==> src/rtl/uart_tx_fifo_drain_pkg.sv <==
// Shared definitions for the FIFO-draining UART transmitter: FSM encoding and parity types.
package uart_tx_fifo_drain_pkg;

  typedef enum logic [2:0] {
    ST_IDLE   = 3'd0,
    ST_START  = 3'd1,
    ST_DATA   = 3'd2,
    ST_PARITY = 3'd3,
    ST_STOP   = 3'd4
  } state_t;

  localparam logic PAR_EVEN = 1'b0;
  localparam logic PAR_ODD  = 1'b1;

endpackage

==> src/rtl/uart_tx_fifo_drain_bit_timer.sv <==
// Baud timer: counts 0..N-1 per bit period and strobes o_bit_done on the last cycle.
// N is captured on i_load so mid-frame divider changes wait for the next frame.
module uart_tx_fifo_drain_bit_timer #(
  parameter int DIV_WIDTH = 8
) (
  input  logic                 i_clk,
  input  logic                 i_rst,
  input  logic                 i_load,
  input  logic                 i_active,
  input  logic [DIV_WIDTH-1:0] i_baud_div,
  output logic                 o_bit_done
);

  logic [DIV_WIDTH-1:0] r_cnt;
  logic [DIV_WIDTH-1:0] r_last;
  logic [DIV_WIDTH-1:0] w_last;

  // A divider of 0 behaves as 1, i.e. terminal count 0
  assign w_last     = (i_baud_div == '0) ? '0 : i_baud_div - DIV_WIDTH'(1);
  assign o_bit_done = i_active && (r_cnt == r_last);

  always_ff @(posedge i_clk) begin
    if (i_rst) begin
      r_cnt  <= '0;
      r_last <= '0;
    end else if (i_load) begin
      r_cnt  <= '0;
      r_last <= w_last;
    end else if (i_active) begin
      r_cnt <= o_bit_done ? '0 : r_cnt + DIV_WIDTH'(1);
    end
  end

endmodule

==> src/rtl/uart_tx_fifo_drain.sv <==
// Pops bytes from the read side of an async FIFO and serialises each as a UART frame
// (start, data LSB first, optional parity, one stop bit) with no gap between frames.
//
// state     | meaning
// ST_IDLE   | line high, waiting for FIFO non-empty
// ST_START  | start bit (low)
// ST_DATA   | data bits, LSB first
// ST_PARITY | parity bit (only when latched par_en is set)
// ST_STOP   | stop bit (high); last cycle may chain straight into the next frame
module uart_tx_fifo_drain
  import uart_tx_fifo_drain_pkg::*;
#(
  parameter int DATA_WIDTH = 8,
  parameter int DIV_WIDTH  = 8
) (
  input  logic                  i_clk,
  input  logic                  i_rst,
  input  logic                  i_fifo_empty,
  input  logic [DATA_WIDTH-1:0] i_fifo_rd_data,
  output logic                  o_fifo_r_inc,
  input  logic                  i_par_en,
  input  logic                  i_par_typ,
  input  logic [DIV_WIDTH-1:0]  i_baud_div,
  output logic                  o_tx_out,
  output logic                  o_busy
);

  localparam int BCW = $clog2(DATA_WIDTH + 1);

  state_t                r_state;
  logic [DATA_WIDTH-1:0] r_shift;
  logic [BCW-1:0]        r_bit_cnt;
  logic                  r_par_en;
  logic                  r_par_bit;
  logic                  w_bit_done;
  logic                  w_load;
  logic                  w_active;

  assign w_active = (r_state != ST_IDLE);
  assign w_load   = !i_fifo_empty &&
                    ((r_state == ST_IDLE) || ((r_state == ST_STOP) && w_bit_done));

  uart_tx_fifo_drain_bit_timer #(
    .DIV_WIDTH (DIV_WIDTH)
  ) u_bit_timer (
    .i_clk      (i_clk),
    .i_rst      (i_rst),
    .i_load     (w_load),
    .i_active   (w_active),
    .i_baud_div (i_baud_div),
    .o_bit_done (w_bit_done)
  );

  always_ff @(posedge i_clk) begin
    if (i_rst) begin
      r_state      <= ST_IDLE;
      r_shift      <= '0;
      r_bit_cnt    <= '0;
      r_par_en     <= 1'b0;
      r_par_bit    <= 1'b0;
      o_fifo_r_inc <= 1'b0;
      o_tx_out     <= 1'b1;
      o_busy       <= 1'b0;
    end else begin
      o_fifo_r_inc <= 1'b0;
      if (w_load) begin
        // Parity is computed from the whole word up front so the shifter can be consumed
        r_state      <= ST_START;
        r_shift      <= i_fifo_rd_data;
        r_bit_cnt    <= '0;
        r_par_en     <= i_par_en;
        r_par_bit    <= (^i_fifo_rd_data) ^ (i_par_typ == PAR_ODD);
        o_fifo_r_inc <= 1'b1;
        o_tx_out     <= 1'b0;
        o_busy       <= 1'b1;
      end else if (w_bit_done) begin
        case (r_state)
          ST_START: begin
            r_state  <= ST_DATA;
            o_tx_out <= r_shift[0];
          end
          ST_DATA: begin
            if (r_bit_cnt == BCW'(DATA_WIDTH - 1)) begin
              r_state  <= r_par_en ? ST_PARITY : ST_STOP;
              o_tx_out <= r_par_en ? r_par_bit : 1'b1;
            end else begin
              r_shift   <= r_shift >> 1;
              r_bit_cnt <= r_bit_cnt + BCW'(1);
              o_tx_out  <= r_shift[1];
            end
          end
          ST_PARITY: begin
            r_state  <= ST_STOP;
            o_tx_out <= 1'b1;
          end
          default: begin
            r_state  <= ST_IDLE;
            o_tx_out <= 1'b1;
            o_busy   <= 1'b0;
          end
        endcase
      end
    end
  end

endmodule
==> config.mk <==
export PLATFORM = sky130hd
export DESIGN_NAME = uart_tx_fifo_drain
export DESIGN_NICKNAME = d
export VERILOG_FILES = /design/src/rtl/uart_tx_fifo_drain_pkg.sv /design/src/rtl/uart_tx_fifo_drain_bit_timer.sv /design/src/rtl/uart_tx_fifo_drain.sv
export SDC_FILE = /design/constraint.sdc
export NUM_CORES = 1
export LEC_CHECK = 0
export CAP_MARGIN = 20
export CORE_MARGIN = 8
export CORE_UTILIZATION = 25
export DETAILED_ROUTE_END_ITERATION = 8
export GPL_TIMING_DRIVEN = 0
export SLEW_MARGIN = 25
export SYNTH_ARGS = -nofsm -noshare
export SYNTH_HDL_FRONTEND = slang
export SYNTH_SLANG_ARGS = --single-unit
==> constraint.sdc <==
create_clock -name i_clk -period 2.6 [get_ports i_clk]
set_input_delay 0.26 -clock i_clk [delete_from_list [all_inputs] [get_ports i_clk]]
set_output_delay 0.26 -clock i_clk [all_outputs]
set_load 0.01 [all_outputs]
==> summary.txt, run 1 <==
Clocking
  • Post-CTS Setup Inserts: 0
  • CTS resizes: 0
  • Cts-stage hold buffer count: 0
  • Skew-Pair Late Insertion Delay: about 0.29 ns
  • CTS sink cnt: 36
  • CTS buffer count: 5
  • Worst-path clk slew: 0.07 ns
  • TritonCTS clock tree: done
  • CTS root buf: clkbuf_8
  • Bufs on Longest Clock Path: 2
  • H-tree levels: 2

Layout
  • Fillers: just over 800
  • Layout area overhead: 23.6%
  • Ratio of cells with drive above 1 in the final layout: 6.25%
  • Non-Filler Instances: between 300 and 400
  • Highest-count cells in the layout ignoring fill and taps: dfxtp_1 (36), a21oi_1 (26), xnor2_1 (24)
  • Commonest non-fill, non-tap cell in the layout: dfxtp_1
  • # nets final: between 200 and 300
  • Antenna diodes: 0
  • Final Core Density: a little under a third

Drt
  • 1st-pass router iterations: 5
  • Final ANT Viol Nets: 0
  • Drt total wl: 4620 microns
  • DRC violations left: 0
  • Vias/cell: about 4.8
  • Per-cell routed wire length: 12.9 microns
  • Via count: roughly 1700
  • Initial DRC count: 150

Synth
  • #FFs+latches synth: 36
  • Mapped Cells: between 200 and 250
  • Syn. warnings: 0
  • Synthesized area: 1910 sq um
  • Synth Flop Type: dfxtp_1
  • Sequential fraction of the synthesis area: a little under two fifths
  • Synth top area cells: dfxtp_1 (38%), xnor2_1 (11%), a21oi_1 (6.8%)
  • Post-synth EDFFs: 0
  • Async SR Flop Fraction: 0%
  • Synth area leader: dfxtp_1
  • Syn nets: roughly 250
  • Top-area cell type share of the netlist area: a little under two fifths
  • Synth cell types: 37
  • Syn_area_per_cell: 8.49 sq um

Die
  • Die Span Y: around 100 microns
  • Row count: 32
  • I/O Pins: 24
  • Die Width: just over 100 microns
  • Core Area: around 7600 sq um
  • Die ar.: ~11000 sq um
  • Starting Density: about 25%

Timing
  • RSZ-0062 raised after global routing: no
  • Final number of hold-violating endpoints: 0
  • Clock Skew: approximately 0.005 ns
  • Max Clk Rate: between 0.4 and 0.5 GHz
  • Setup TNS Final: 0 ns
  • Final slew viol count: 0
  • Final period util: between 80% and 90%
  • Final worst slack: 0.407 ns
  • Final min period: 2.19 ns
  • Slew headroom: roughly 35%
  • Final Setup Violations: 0
  • Worst-Margin Slew: roughly 1 ns

Global routing
  • Vias in the first global route: about 1600
  • First-pass GRT wire length: 8030 microns
  • Initial antenna violation count: 0
  • Largest net degree at the start of global routing: 12
  • Total Routing Usage GR: roughly a tenth
  • Total gr overflow: 0

Run
  • Max-cap violations: 0

Power
  • Pwr Density: 603 nW/um^2
  • P_leak: slightly below 0.8 nW
  • Register share of total power: 44.4%
  • Total power: between 1 and 1.5 mW
  • Internal: 0.973 mW
  • NetSw: around 0.45 mW
  • Switching part of the total power: roughly a third
  • Comb power frac: 26.5%
  • Clock power share: 29.1%
  • Maximum vdd drop: roughly 0.19 mV

Setup path
  • Setup crit start kind: register
  • Worst path required time: about 2.8 ns
  • Worst Path Max Fanout: 9
  • Crit Path Class: register to register
  • R2r startpoint: u_bit_timer.r_cnt[0]
  • Crit path DAT: ~2.4 ns
  • Setup crit start: u_bit_timer.r_cnt[0]
  • Critical Path End Type: register

Placed design
  • Post-Place Cells: 350
  • Worst slack, placed: around 0.3 ns
  • Post-DP HPWL: approximately 3400 microns
  • IO buf count: 23
  • Routability cong.: 0.837

Min path
  • Hold Crit Start: o_busy
  • Hold Path Class: register to register

Outcome
  • Status: finished clean
[Yosys cell counts (2+ instances only)]
library cell	instances
inv_1	6
nand2_1	11
ha_1	3
or4_1	5
xor2_1	2
buf_2	3
o21ai_1	3
and4_1	2
nand2b_1	2
clkbuf_1	6
mux2i_1	11
nor3_1	3
or3_1	3
nand4_1	3
nor4_1	5
o221ai_1	2
o31ai_1	9
a21oi_1	26
a311oi_1	2
o21ai_0	10
dfxtp_1	36
nor2_1	20
nand3_1	12
and3_1	2
a31oi_1	2
nand4b_1	2
xnor2_1	24
[cell families (layout without fill, tap and decap cells)]
group / Yosys count / in the layout / synth area share, %
flip-flops: 36 / 36 / 37.7
adder cells (fa/ha/maj): 3 / 3 / 1.97
buffers and inverters: 18 / 49 / 4.39
XOR/XNOR: 26 / 26 / 11.9
AND/OR/NAND/NOR: 73 / 73 / 20.1
AO/OA/AOI/OAI: 58 / 58 / 18.2
multiplexers: 11 / 11 / 5.77
[critical path, stage by stage, from the launching register on]
cell and delay (ns):
dfxtp_1 0.43, xnor2_1 0.16, nand4_1 0.26, o21ai_1 0.63, nand2_1 0.42, a21oi_1 0.23
[final timing paths]
check	to	slack [ns]	depth (start not counted)
worst max-delay path	r_state[0]	0.41	5
worst min-delay path	o_busy	0.46	2
worst max register to register	r_state[0]	0.41	5
worst min register to register	o_busy	0.46	2
[per-layer routing]
| metal | part of all wire [%] | track usage (%) |
|---|---|---|
| met5 | 0 | 0 |
| met2 | 46 | 14.9 |
| met1 | 48 | 12.4 |
| met4 | 2.2 | 5.01 |
| met3 | 4.0 | 1.81 |
[power by group through the flow]
stage	clock [mW]	sequential, mW	combinational (mW)
after floorplan	0	0.640	0.253
after global placement	0	0.644	0.372
after detailed placement	0	0.645	0.374
after CTS	0.428	0.633	0.375
after global routing	0.452	0.640	0.416
final	0.414	0.632	0.377
[metrics by stage]
stage          hold WS (ns)  cell area, sq um
2_1_floorplan         0.332              1910
3_3_place_gp          0.455              2270
3_5_place_dp          0.459              2270
4_1_cts               0.469              2360
5_1_grt               0.491              2360
6_report              0.462              2360
[area by class of cell]
type / count / area (sq um) / area share [%]
multi-input cells: 171 / 1100 / 46.8
flip-flops and latches: 36 / 721 / 30.5
repair buffers: 23 / 230 / 9.76
well taps: 102 / 128 / 5.41
clock buffers: 6 / 82.6 / 3.50
plain buffers: 12 / 61.3 / 2.60
inverters: 6 / 22.5 / 0.954
clock inverters: 2 / 10.0 / 0.424
[sequential cells by signal, indices dropped and copies added, names as in the netlist]
name / count
r_shift: 8
u_bit_timer.r_cnt: 8
u_bit_timer.r_last: 8
r_bit_cnt: 4
r_state: 3
o_busy: 1
o_fifo_r_inc: 1
o_tx_out: 1
r_par_bit: 1
r_par_en: 1
No activity file was read; power rests on OpenSTA's default activity.
==> run 2, diff against run 1 <==
==> constraint.sdc (replaced) <==
create_clock -name i_clk -period 2.2 [get_ports i_clk]
set_input_delay 0.22 -clock i_clk [delete_from_list [all_inputs] [get_ports i_clk]]
set_output_delay 0.22 -clock i_clk [all_outputs]
set_load 0.01 [all_outputs]
==> run 2 against run 1 <==
Die area unchanged. Final area up 0.37%. Sequential share of layout area down 0.11 points. Worst hold slack about the same. Clock power up 19%.
==> summary.txt, run 2 (synthesis gave the netlist of run 1 again) <==
Power
  • Total power: between 1.5 and 2 mW
  • Maximum vdd drop: 0.223 mV
  • P_leak: 0.786 nW
  • Pwr Density: slightly above 700 nW/um^2

Timing
  • Max Clk Rate: slightly above 0.5 GHz
  • Worst-Margin Slew: between 0.6 and 0.7 ns
  • Final Setup Violations: 0
  • Final slew viol count: 0
  • Setup TNS Final: 0 ns
  • Slew headroom: approximately 55%
  • Clock Skew: between 0.004 and 0.005 ns
  • Final period util: between 90% and 100%
  • Final worst slack: between 0.2 and 0.25 ns
  • Final min period: 1.98 ns
  • Final number of hold-violating endpoints: 0
  • RSZ-0062 raised after global routing: no

Die
  • Die Width: 103 microns
  • Starting Density: 25.2%
  • Die Span Y: about 100 microns
  • Row count: 32
  • Core Area: 7570 sq um
  • I/O Pins: 24
  • Die ar.: between 10000 and 15000 sq um

Clocking
  • TritonCTS clock tree: done
  • CTS buffer count: 5
  • CTS resizes: 0
  • Worst-path clk slew: around 0.070 ns
  • Skew-Pair Late Insertion Delay: approximately 0.29 ns
  • Post-CTS Setup Inserts: 0
  • CTS sink cnt: 36
  • Bufs on Longest Clock Path: 2
  • CTS root buf: clkbuf_8
  • H-tree levels: 2
  • Cts-stage hold buffer count: 0

Drt
  • Vias/cell: 4.70
  • Final ANT Viol Nets: 0
  • Drt total wl: approximately 4600 microns
  • Via count: approximately 1700
  • DRC violations left: 0
  • 1st-pass router iterations: 4
  • Per-cell routed wire length: ~13 microns
  • Initial DRC count: roughly 140

Global routing
  • Initial antenna violation count: 0
  • First-pass GRT wire length: between 8000 and 9000 microns
  • Vias in the first global route: around 1600
  • Total Routing Usage GR: under 10%
  • Largest net degree at the start of global routing: 12
  • Total gr overflow: 0

Placed design
  • Placed Area: ~2300 sq um
  • Routability cong.: ~0.84
  • IO buf count: 23
  • Post-DP HPWL: approximately 3400 microns
  • Worst slack, placed: -0.0604 ns

Layout
  • Largest registers: r_shift: 8 flops, u_bit_timer.r_cnt: 8 flops, u_bit_timer.r_last: 8 flops
  • Ratio of cells with drive above 1 in the final layout: between 7 and 8%
  • Highest-count cells in the layout ignoring fill and taps: dfxtp_1 (36), a21oi_1 (26), xnor2_1 (24)
  • Layout area overhead: 24.0%
  • Antenna diodes: 0
  • Final Core Density: 31.3%
  • Commonest non-fill, non-tap cell in the layout: dfxtp_1
  • Final Instance Area: 2370 sq um
  • Fillers: 814
  • # nets final: between 200 and 300

Setup path
  • Worst Path Max Fanout: 10
  • Critical Path End Type: register
  • Worst path required time: around 2.4 ns
  • Crit Path Class: register to register
  • Crit path DAT: approximately 2.1 ns
  • Setup crit start kind: register
  • R2r worst-path depth: 5

Run
  • Max-cap violations: 0

Outcome
  • Status: finished clean

Min path
  • Worst Hold Path Cells: 2
  • Hold Path Class: register to register
run 2: path summary, 6_finish.rpt:
check	startpoint	to	slack, ns
hold / removal	o_busy	o_busy	0.46
hold reg to reg	o_busy	o_busy	0.46
setup / recovery	r_state[0]	r_bit_cnt[3]	0.22
setup reg to reg	r_state[0]	r_bit_cnt[3]	0.22
run 2: metrics by stage:
stage	hold slack (ns)	instances
after floorplan	0.292	225
after global placement	0.455	350
after detailed placement	0.459	350
after CTS	0.469	358
after global routing	0.491	358
final	0.463	358
run 2: area by class of cell:
class / count / area (sq um) / area share (%)
well taps: 102 / 128 / 5.39
repair buffers: 23 / 230 / 9.72
plain buffers: 12 / 61.3 / 2.59
multi-input cells: 171 / 1110 / 47.0
inverters: 6 / 22.5 / 0.951
clock inverters: 2 / 10.0 / 0.423
clock buffers: 6 / 82.6 / 3.49
flip-flops and latches: 36 / 721 / 30.4
run 2: where the power goes:
group | internal, mW | leakage [nW] | switching (mW)
registers | 0.711 | 0.295 | 0.0360
logic | 0.189 | 0.441 | 0.260
clock network | 0.250 | 0.0510 | 0.243
run 2: worst max-delay path: stages, from the launching register on:
cell and delay [ns]:
dfxtp_1 0.30, buf_2 0.16, or3_1 0.43, clkbuf_1 0.26, o21ai_1 0.59, nor2_1 0.11
run 2: layer usage:
metal	global-route usage, %	vias up	part of all wire [%]
met4	5.01	0	2.2
met3	1.81	6	3.5
li1	-	875	-
met2	14.9	33	45
met5	0	-	0
met1	12.4	768	49
